`src/rtl/parking_defs.sv`:
```
// Shared defaults and FSM encoding for the parking slot allocator.
package parking_defs;

    localparam int unsigned NUM_SLOTS_DEF   = 8;
    localparam int unsigned SLOT_W_DEF      = 3;
    localparam int unsigned CNT_W_DEF       = 4;
    localparam int unsigned GATE_CYCLES_DEF = 4;

    typedef enum logic {
        StIdle = 1'b0,
        StGate = 1'b1
    } alloc_state_e;

endpackage

```
`src/rtl/lowest_free_encoder.sv`:
```
// Combinational priority encoder: index of the lowest set bit of a free bitmap.
module lowest_free_encoder #(
    parameter int unsigned NUM_SLOTS = 8,
    parameter int unsigned SLOT_W    = 3
) (
    input  logic [NUM_SLOTS-1:0] i_bitmap,
    output logic [SLOT_W-1:0]    o_idx,
    output logic                 o_found
);

    always_comb begin
        o_idx   = '0;
        o_found = 1'b0;
        for (int unsigned i = 0; i < NUM_SLOTS; i++) begin
            if (i_bitmap[i] && !o_found) begin
                o_idx   = SLOT_W'(i);
                o_found = 1'b1;
            end
        end
    end

endmodule

```
`src/rtl/parking_slot_allocator.sv`:
```
// Owns the lot's free-slot bitmap: allocates the lowest free slot on entry,
// times the entry gate, and frees slots on exit.
module parking_slot_allocator
    import parking_defs::*;
#(
    parameter int unsigned NUM_SLOTS   = NUM_SLOTS_DEF,
    parameter int unsigned SLOT_W      = SLOT_W_DEF,
    parameter int unsigned CNT_W       = CNT_W_DEF,
    parameter int unsigned GATE_CYCLES = GATE_CYCLES_DEF
) (
    input  logic                 clk,
    input  logic                 rst_n,
    input  logic                 entry_req,
    input  logic                 exit_req,
    input  logic [SLOT_W-1:0]    exit_slot,
    output logic [NUM_SLOTS-1:0] parking_capacity,
    output logic [CNT_W-1:0]     free_count,
    output logic                 full,
    output logic                 entry_ack,
    output logic                 entry_granted,
    output logic [SLOT_W-1:0]    assigned_slot,
    output logic                 gate_open,
    output logic                 exit_error
);

    localparam int unsigned     TMR_W    = (GATE_CYCLES > 1) ? $clog2(GATE_CYCLES) : 1;
    localparam logic [TMR_W-1:0] TMR_LOAD = TMR_W'(GATE_CYCLES - 1);

    alloc_state_e         r_state, w_state_d;
    logic [NUM_SLOTS-1:0] r_cap, w_cap_d;
    logic [CNT_W-1:0]     r_count, w_count_d;
    logic [TMR_W-1:0]     r_timer, w_timer_d;
    logic                 r_ack, w_ack_d;
    logic                 r_granted, w_granted_d;
    logic [SLOT_W-1:0]    r_slot, w_slot_d;
    logic                 r_gate, w_gate_d;
    logic                 r_err, w_err_d;

    logic [SLOT_W-1:0]    w_free_idx;
    logic                 w_free_found;
    logic                 w_exit_in_range;

    // Allocation always decides from the registered bitmap.
    lowest_free_encoder #(
        .NUM_SLOTS (NUM_SLOTS),
        .SLOT_W    (SLOT_W)
    ) u_lowest_free (
        .i_bitmap (r_cap),
        .o_idx    (w_free_idx),
        .o_found  (w_free_found)
    );

    assign w_exit_in_range = (32'(exit_slot) < NUM_SLOTS);

    always_comb begin
        w_state_d   = r_state;
        w_cap_d     = r_cap;
        w_timer_d   = r_timer;
        w_ack_d     = 1'b0;
        w_granted_d = 1'b0;
        w_slot_d    = r_slot;
        w_gate_d    = 1'b0;
        w_err_d     = 1'b0;

        // Exit only sets bits that are clear in r_cap and allocation only clears bits
        // that are set, so the two updates never touch the same bit.
        if (exit_req) begin
            if (w_exit_in_range && !r_cap[exit_slot]) begin
                w_cap_d[exit_slot] = 1'b1;
            end else begin
                w_err_d = 1'b1;
            end
        end

        unique case (r_state)
            StIdle: begin
                // The ack cycle never samples entry_req, so a held request is not
                // allocated twice.
                if (entry_req && !r_ack) begin
                    w_ack_d = 1'b1;
                    if (w_free_found) begin
                        w_cap_d[w_free_idx] = 1'b0;
                        w_granted_d         = 1'b1;
                        w_slot_d            = w_free_idx;
                        w_gate_d            = 1'b1;
                        w_timer_d           = TMR_LOAD;
                        w_state_d           = StGate;
                    end
                end
            end
            StGate: begin
                if (r_timer == '0) begin
                    w_state_d = StIdle;
                end else begin
                    w_timer_d = r_timer - TMR_W'(1);
                    w_gate_d  = 1'b1;
                end
            end
            default: begin
                w_state_d = StIdle;
            end
        endcase

        w_count_d = '0;
        for (int unsigned i = 0; i < NUM_SLOTS; i++) begin
            w_count_d = w_count_d + CNT_W'(w_cap_d[i]);
        end
    end

    always_ff @(posedge clk) begin
        if (!rst_n) begin
            r_state   <= StIdle;
            r_cap     <= '1;
            r_count   <= CNT_W'(NUM_SLOTS);
            r_timer   <= '0;
            r_ack     <= 1'b0;
            r_granted <= 1'b0;
            r_slot    <= '0;
            r_gate    <= 1'b0;
            r_err     <= 1'b0;
        end else begin
            r_state   <= w_state_d;
            r_cap     <= w_cap_d;
            r_count   <= w_count_d;
            r_timer   <= w_timer_d;
            r_ack     <= w_ack_d;
            r_granted <= w_granted_d;
            r_slot    <= w_slot_d;
            r_gate    <= w_gate_d;
            r_err     <= w_err_d;
        end
    end

    assign parking_capacity = r_cap;
    assign free_count       = r_count;
    assign full             = (r_count == '0);
    assign entry_ack        = r_ack;
    assign entry_granted    = r_granted;
    assign assigned_slot    = r_slot;
    assign gate_open        = r_gate;
    assign exit_error       = r_err;

endmodule

```
`config.mk`:
```
export PLATFORM = sky130hd
export DESIGN_NAME = parking_slot_allocator
export DESIGN_NICKNAME = d
export VERILOG_FILES = /design/src/rtl/parking_defs.sv /design/src/rtl/lowest_free_encoder.sv /design/src/rtl/parking_slot_allocator.sv
export SDC_FILE = /design/constraint.sdc
export NUM_CORES = 1
export LEC_CHECK = 0
export BUFFER_PORTS_ARGS = -buffer_cell sky130_fd_sc_hd__buf_2
export CELL_PAD_IN_SITES_DETAIL_PLACEMENT = 2
export CELL_PAD_IN_SITES_GLOBAL_PLACEMENT = 2
export CORE_ASPECT_RATIO = 1.2
export CORE_MARGIN = 3
export CORE_UTILIZATION = 31
export CTS_CLUSTER_DIAMETER = 200
export DETAILED_ROUTE_END_ITERATION = 16
export GPL_TIMING_DRIVEN = 1
export PLACE_DENSITY_LB_ADDON = 0.2
export SLEW_MARGIN = 0
export SYNTH_ARGS = -nofsm -noshare
export SYNTH_HDL_FRONTEND = slang
export SYNTH_HIERARCHICAL = 1
export SYNTH_SLANG_ARGS = --single-unit
```
`constraint.sdc`:
```
create_clock -name clk -period 4.7 [get_ports clk]
set_input_delay 0.47 -clock clk [delete_from_list [all_inputs] [get_ports clk]]
set_output_delay 0.47 -clock clk [all_outputs]
set_load 0.005 [all_outputs]
```
==> impl_metrics.toml, run 1 <==
[routing]
vias_per_cell = 4.91
antenna_left = 0
drt_wl_total_um = 3170
vias = 1017
drtIter0Drc = 42
wl_per_cell_um = 15.3
drc = 0
dr.pass1.iters = 4

[cells_and_area]
nFillCells = 386
final_util_pct = 40.4
antennaDiodeCount = 0
drive_above_1_share_pct = 25.5
seqCellArea_um2 = 420
nets = 173
finalNonFillerCells = 207
area_growth_pct = 19.9
multiInputGateArea_um2 = 692

[die]
die_w_um = 62.2
io_pins = 27
dieArea_um2 = 4560
initial_core_util_pct = 33.7
die_h_um = 73.4
core_um2 = 3480
rows = 23

[grt]
grt_pass1_wl_um = 5480
antenna_found_initial = 0
grt_max_degree = 22
grt_pass1_vias = 1120
grt.overflow.total = 0
grtUsageTotal_pct = 15.1

[worst_setup_path]
arrival_ps = 4360
crit_required_ps = 4860
cp_max_fo = 6
critPathLaunchType = "register"
path_class = "reg -> reg"
end_kind = "register"
r2r_slack_ps = 500

[yosys]
synth_area_um2 = 1170
synth_common_cells = "21 x dfxtp_1, 16 x nand2_1, 13 x inv_1, 10 x nor2_1, 6 x nand2b_1"
synth_cell_types = 36
yosys.area.top_type = "dfxtp_1"
synthCells = 129
yosysWarnings = 6
synth-seq-cells = 21
synth_top_area_share_pct = 35.8
synth.most_common_cell = "dfxtp_1"
synth-edff-count = 0
synthTopCellsByArea = "dfxtp_1 36%, fa_1 6.8%, nand2_1 5.1%, nand2b_4 4.7%, ha_1 4.3%"
ys_async_sr_fraction_pct = 0
ys_seq_area_share_pct = 35.8
synthesis.nets = 144
synth_ff_type = "dfxtp_1"
avgSynthCellArea_um2 = 9.10

[clock_tree]
clk_latency_ps = 260
ctsResizeCount = 0
cts_buffers = 3
ctsLongestPathBuffers = 2
ctsHoldBuffers = 0
cts_tree = "yes"
cts_setup_buffers = 0
htree_num_levels = 1
root_buffer = "clkbuf_8"
cts_sinks = 21
clk_pin_slew_ps = 80

[pwr]
pwr-share-comb_pct = 22.4
peakVddDrop_mv = 0.115
p_leak_nw = 0.628
power.switching_uw = 121
intPower_uw = 295
powerDensity_nw_per_um2 = 295
switching_share_pct = 29.0
pwr-share-clk_pct = 28.9
seq_power_share_pct = 48.7

[placement]
numPortBuffers = 26
dp_hpwl_um = 2520
finalWeightedCongestion = 0.757
dp.cells = 203

[timing]
finalSetupTns_ps = 0
rsz0062_at_grt = "false"
slew_violations = 0
finalCriticalPeriod_ps = 4200
finalCritPeriodShare_pct = 89.4
clock.fmax_ghz = 0.238
setup_viol = 0
finalClockSkew_ps = 1.73
relSlewSlack_pct = 48.3
timing_hold_violations_final = 0
tightest_slew_ps = 765

[worst_hold_path]
holdCritPathClass = "in -> reg"

[flow_run]
cap_viol_max_count = 0

[outcome]
outcome = "complete, no violations"
[sequential cells by signal, summed over array words and instances, names as in the netlist]
signal and count:
assigned_slot 3, entry_ack 1, entry_granted 1, exit_error 1, free_count 4, gate_open 1, parking_capacity 8, r_timer 2
[final timing paths]
kind	cells after the start	startpoint	to
worst min register to register	2	assigned_slot[1]	assigned_slot[1]
worst max-delay path	15	parking_capacity[7]	free_count[2]
worst max register to register	15	parking_capacity[7]	free_count[2]
worst min-delay path	2	exit_req	exit_error
[critical path: stages (launching register included)]
cell and delay, ps:
dfxtp_1 460, a21oi_1 110, o41ai_1 640, nand2_4 140
o32ai_2 360, fa_1 450, inv_1 90, fa_1 420
inv_1 80, fa_1 410, inv_1 70, ha_1 150
inv_1 50, fa_1 380, xnor2_1 130, and2_1 150
[final cells by class]
cell class              count  share of cell area, %
flip-flops and latches     21                   29.9
clock inverters             1                  0.356
clock buffers               3                   2.93
well taps                  50                   4.44
repair buffers             27                   9.78
multi-input cells          92                   49.2
inverters                  13                   3.47
[power groups by stage]
stage,logic (mW),registers (mW),clock network [mW]
2_1_floorplan,0.0601,0.206,0
6_report,0.0933,0.202,0.120
3_5_place_dp,0.0954,0.207,0
4_1_cts,0.0959,0.202,0.125
5_1_grt,0.109,0.204,0.136
3_3_place_gp,0.0908,0.205,0
[cell usage in the layout (no fill, tap or decap), drive strengths merged]
cell    instances
o41ai           1
o22a            3
nand2b         10
a21boi          5
xnor2           2
buf            27
o311a           1
ha              4
a21oi           3
nor3b           1
nand2          17
nor2b           3
mux2i           2
nor2           10
o32ai           2
nand3           1
o21bai          1
dfxtp          21
and4bb          1
nor4            3
nor3            3
clkbuf          3
nand3b          1
fa              4
clkinv          1
inv            13
o21a            1
o22ai           3
and3            1
o21ai           3
a211oi          1
and2            3
a32oi           1
a21o            1
[through the flow]
stage	hold WS [ps]	power, mW	cell area, µm²	setup slack [ps]
after floorplan	461	0.266	1170	853
after global placement	451	0.296	1360	624
after detailed placement	470	0.302	1360	494
after CTS	466	0.424	1410	472
after global routing	470	0.450	1410	193
final	468	0.416	1410	500
[per-layer routing]
| metal | global-route usage [%] | share of wire (%) |
|---|---|---|
| met5 | 0 | 0 |
| met2 | 29.4 | 53 |
| met4 | 2.95 | 0.54 |
| met3 | 3.21 | 3.7 |
| met1 | 17.0 | 43 |
[cells by family after synthesis]
| group | synth area share [%] |
|---|---|
| compound gates | 17.3 |
| buf+inv | 5.22 |
| fa+ha+maj | 11.1 |
| mux | 1.71 |
| flops | 35.8 |
| xor+xnor | 1.49 |
| simple gates | 27.4 |
Note: power is estimated with default switching activity, not from simulation.
==> inputs of run 2 (changes only) <==
RECOVER_POWER = 100   (was not set)
==> run 2 against run 1 <==
  * Final cell count is the same
  * Combinational power shrank 7.9%
  * Critical endpoint unchanged
  * Clock power is essentially flat
  * Die area is the same
==> impl_metrics.toml, run 2 (synthesis results as in run 1) <==
[outcome]
outcome = "complete, no violations"

[die]
die_w_um = 62.2
rows = 23
dieArea_um2 = 4560
die_h_um = 73.4
io_pins = 27
core_um2 = 3480
initial_core_util_pct = 33.7

[worst_hold_path]
min-delay-start = "entry_req"
holdCritPathClass = "in -> reg"
whs_path_depth = 2
hold_path_end = "entry_ack"

[timing]
finalClockSkew_ps = 1.35
finalCriticalPeriod_ps = 4280
finalSetupTns_ps = 0
setup_viol = 0
finalCritPeriodShare_pct = 91.0
clock.fmax_ghz = 0.234
timing_hold_violations_final = 0
slew_violations = 0
tightest_slew_ps = 894
relSlewSlack_pct = 40.4
rsz0062_at_grt = "false"

[clock_tree]
ctsHoldBuffers = 0
cts_setup_buffers = 0
clk_pin_slew_ps = 80
clk_latency_ps = 260
cts_sinks = 21
cts_tree = "yes"
ctsResizeCount = 0
ctsLongestPathBuffers = 2
root_buffer = "clkbuf_8"
cts_buffers = 3
htree_num_levels = 1

[routing]
vias = 1016
antenna_left = 0
drc = 0
vias_per_cell = 4.91
drtIter0Drc = 39
wl_per_cell_um = 15.4
dr.pass1.iters = 4
drt_wl_total_um = 3190

[worst_setup_path]
cpLargestDelayFamily = "adder cells"
cp_slowest_cell = "fa_1"
arrival_ps = 4440
crit_path_max_incr_delay_ps = 550
path_cells = "nor4_1 > nand2_1 > and4bb_1 > nand2_1 > o32ai_2 > fa_1 > inv_1 > fa_1 > inv_1 > fa_1 > inv_1 > ha_1 > inv_1 > fa_1 > xnor2_1 > and2_1"
cp_max_fo = 6
end_kind = "register"
crit_required_ps = 4860
path_buf_inv = 4
rr_worst_depth = 16
r2r_slack_ps = 420
path_class = "reg -> reg"
r2r-start = "parking_capacity[4]"
critPathLaunchType = "register"
rr_endpoint = "free_count[2]"

[grt]
grtUsageTotal_pct = 15.1
grt_pass1_vias = 1120
grt.overflow.total = 0
antenna_found_initial = 0
grt_pass1_wl_um = 5480
grt_max_degree = 22

[flow_run]
cap_viol_max_count = 0

[pwr]
peakVddDrop_mv = 0.114
powerDensity_nw_per_um2 = 303
power_uw = 408
p_leak_nw = 0.550

[placement]
finalWeightedCongestion = 0.757
numPortBuffers = 26
dp_hpwl_um = 2520

[cells_and_area]
mostFrequentLayoutCells = "21 x dfxtp_1, 17 x nand2_1, 14 x clkbuf_1, 13 x inv_1, 11 x buf_2"
drive_above_1_share_pct = 12.7
largest_reg_flops = 8
area_growth_pct = 14.7
layout_commonest_cell = "dfxtp_1"
nets = 173
antennaDiodeCount = 0
-- run 2: worst register-to-register path, delay by kind of cell (launching register included) --
| family | cells | cell delay, ps |
|---|---|---|
| XOR/XNOR | 1 | 130 |
| adder cells (fa/ha/maj) | 5 | 2030 |
| AO/OA/AOI/OAI | 1 | 140 |
| buffers and inverters | 4 | 220 |
| flip-flops | 1 | 380 |
| AND/OR/NAND/NOR | 5 | 1270 |
-- run 2: where the power goes --
group          total [mW]  switching, mW  internal (mW)
Combinational      0.0859         0.0474         0.0385
Clock               0.120         0.0609         0.0591
Sequential          0.202        0.00993          0.192
Total               0.408          0.118          0.290
-- run 2: through the flow --
stage / util [%] / worst slack (ps) / cell area, µm² / cells / hold WS, ps
final: 38.7 / 422 / 1350 / 207 / 468
after global routing: 38.7 / 112 / 1350 / 207 / 470
after CTS: 40.4 / 472 / 1410 / 207 / 466
after detailed placement: 39.1 / 494 / 1360 / 203 / 470
after global placement: 39.1 / 624 / 1360 / 203 / 451
after floorplan: - / 853 / 1170 / 129 / 461
-- run 2: how the worst max path moves through the flow --
| stage | from | end | slack (ps) | depth (start not counted) |
|---|---|---|---|---|
| floorplan | parking_capacity[4] | free_count[2] | 850 | 16 |
| global placement | parking_capacity[7] | free_count[2] | 620 | 15 |
| detailed placement | parking_capacity[7] | free_count[2] | 490 | 15 |
| CTS | parking_capacity[7] | free_count[2] | 470 | 15 |
| global route | parking_capacity[4] | free_count[2] | 110 | 16 |
| finish | parking_capacity[4] | free_count[2] | 420 | 16 |
-- run 2: per-layer routing --
layer | track usage (%) | vias to the layer above | routed length (µm) | share of wire [%]
li1 | - | 496 | - | -
met1 | 17.0 | 503 | 1380 | 43
met2 | 29.4 | 15 | 1690 | 53
met3 | 3.21 | 2 | 110 | 3.4
met4 | 2.95 | 0 | 17 | 0.53
met5 | 0 | - | 0 | 0
-- run 2: layout make-up --
| class | count | area (µm²) |
|---|---|---|
| fill | 394 | 2140 |
| clock inverter | 1 | 5.00 |
| multi-input combinational | 92 | 649 |
| timing repair buffer | 27 | 119 |
| sequential | 21 | 420 |
| clock buffer | 3 | 41.3 |
| inverter | 13 | 48.8 |
| tap | 50 | 62.6 |
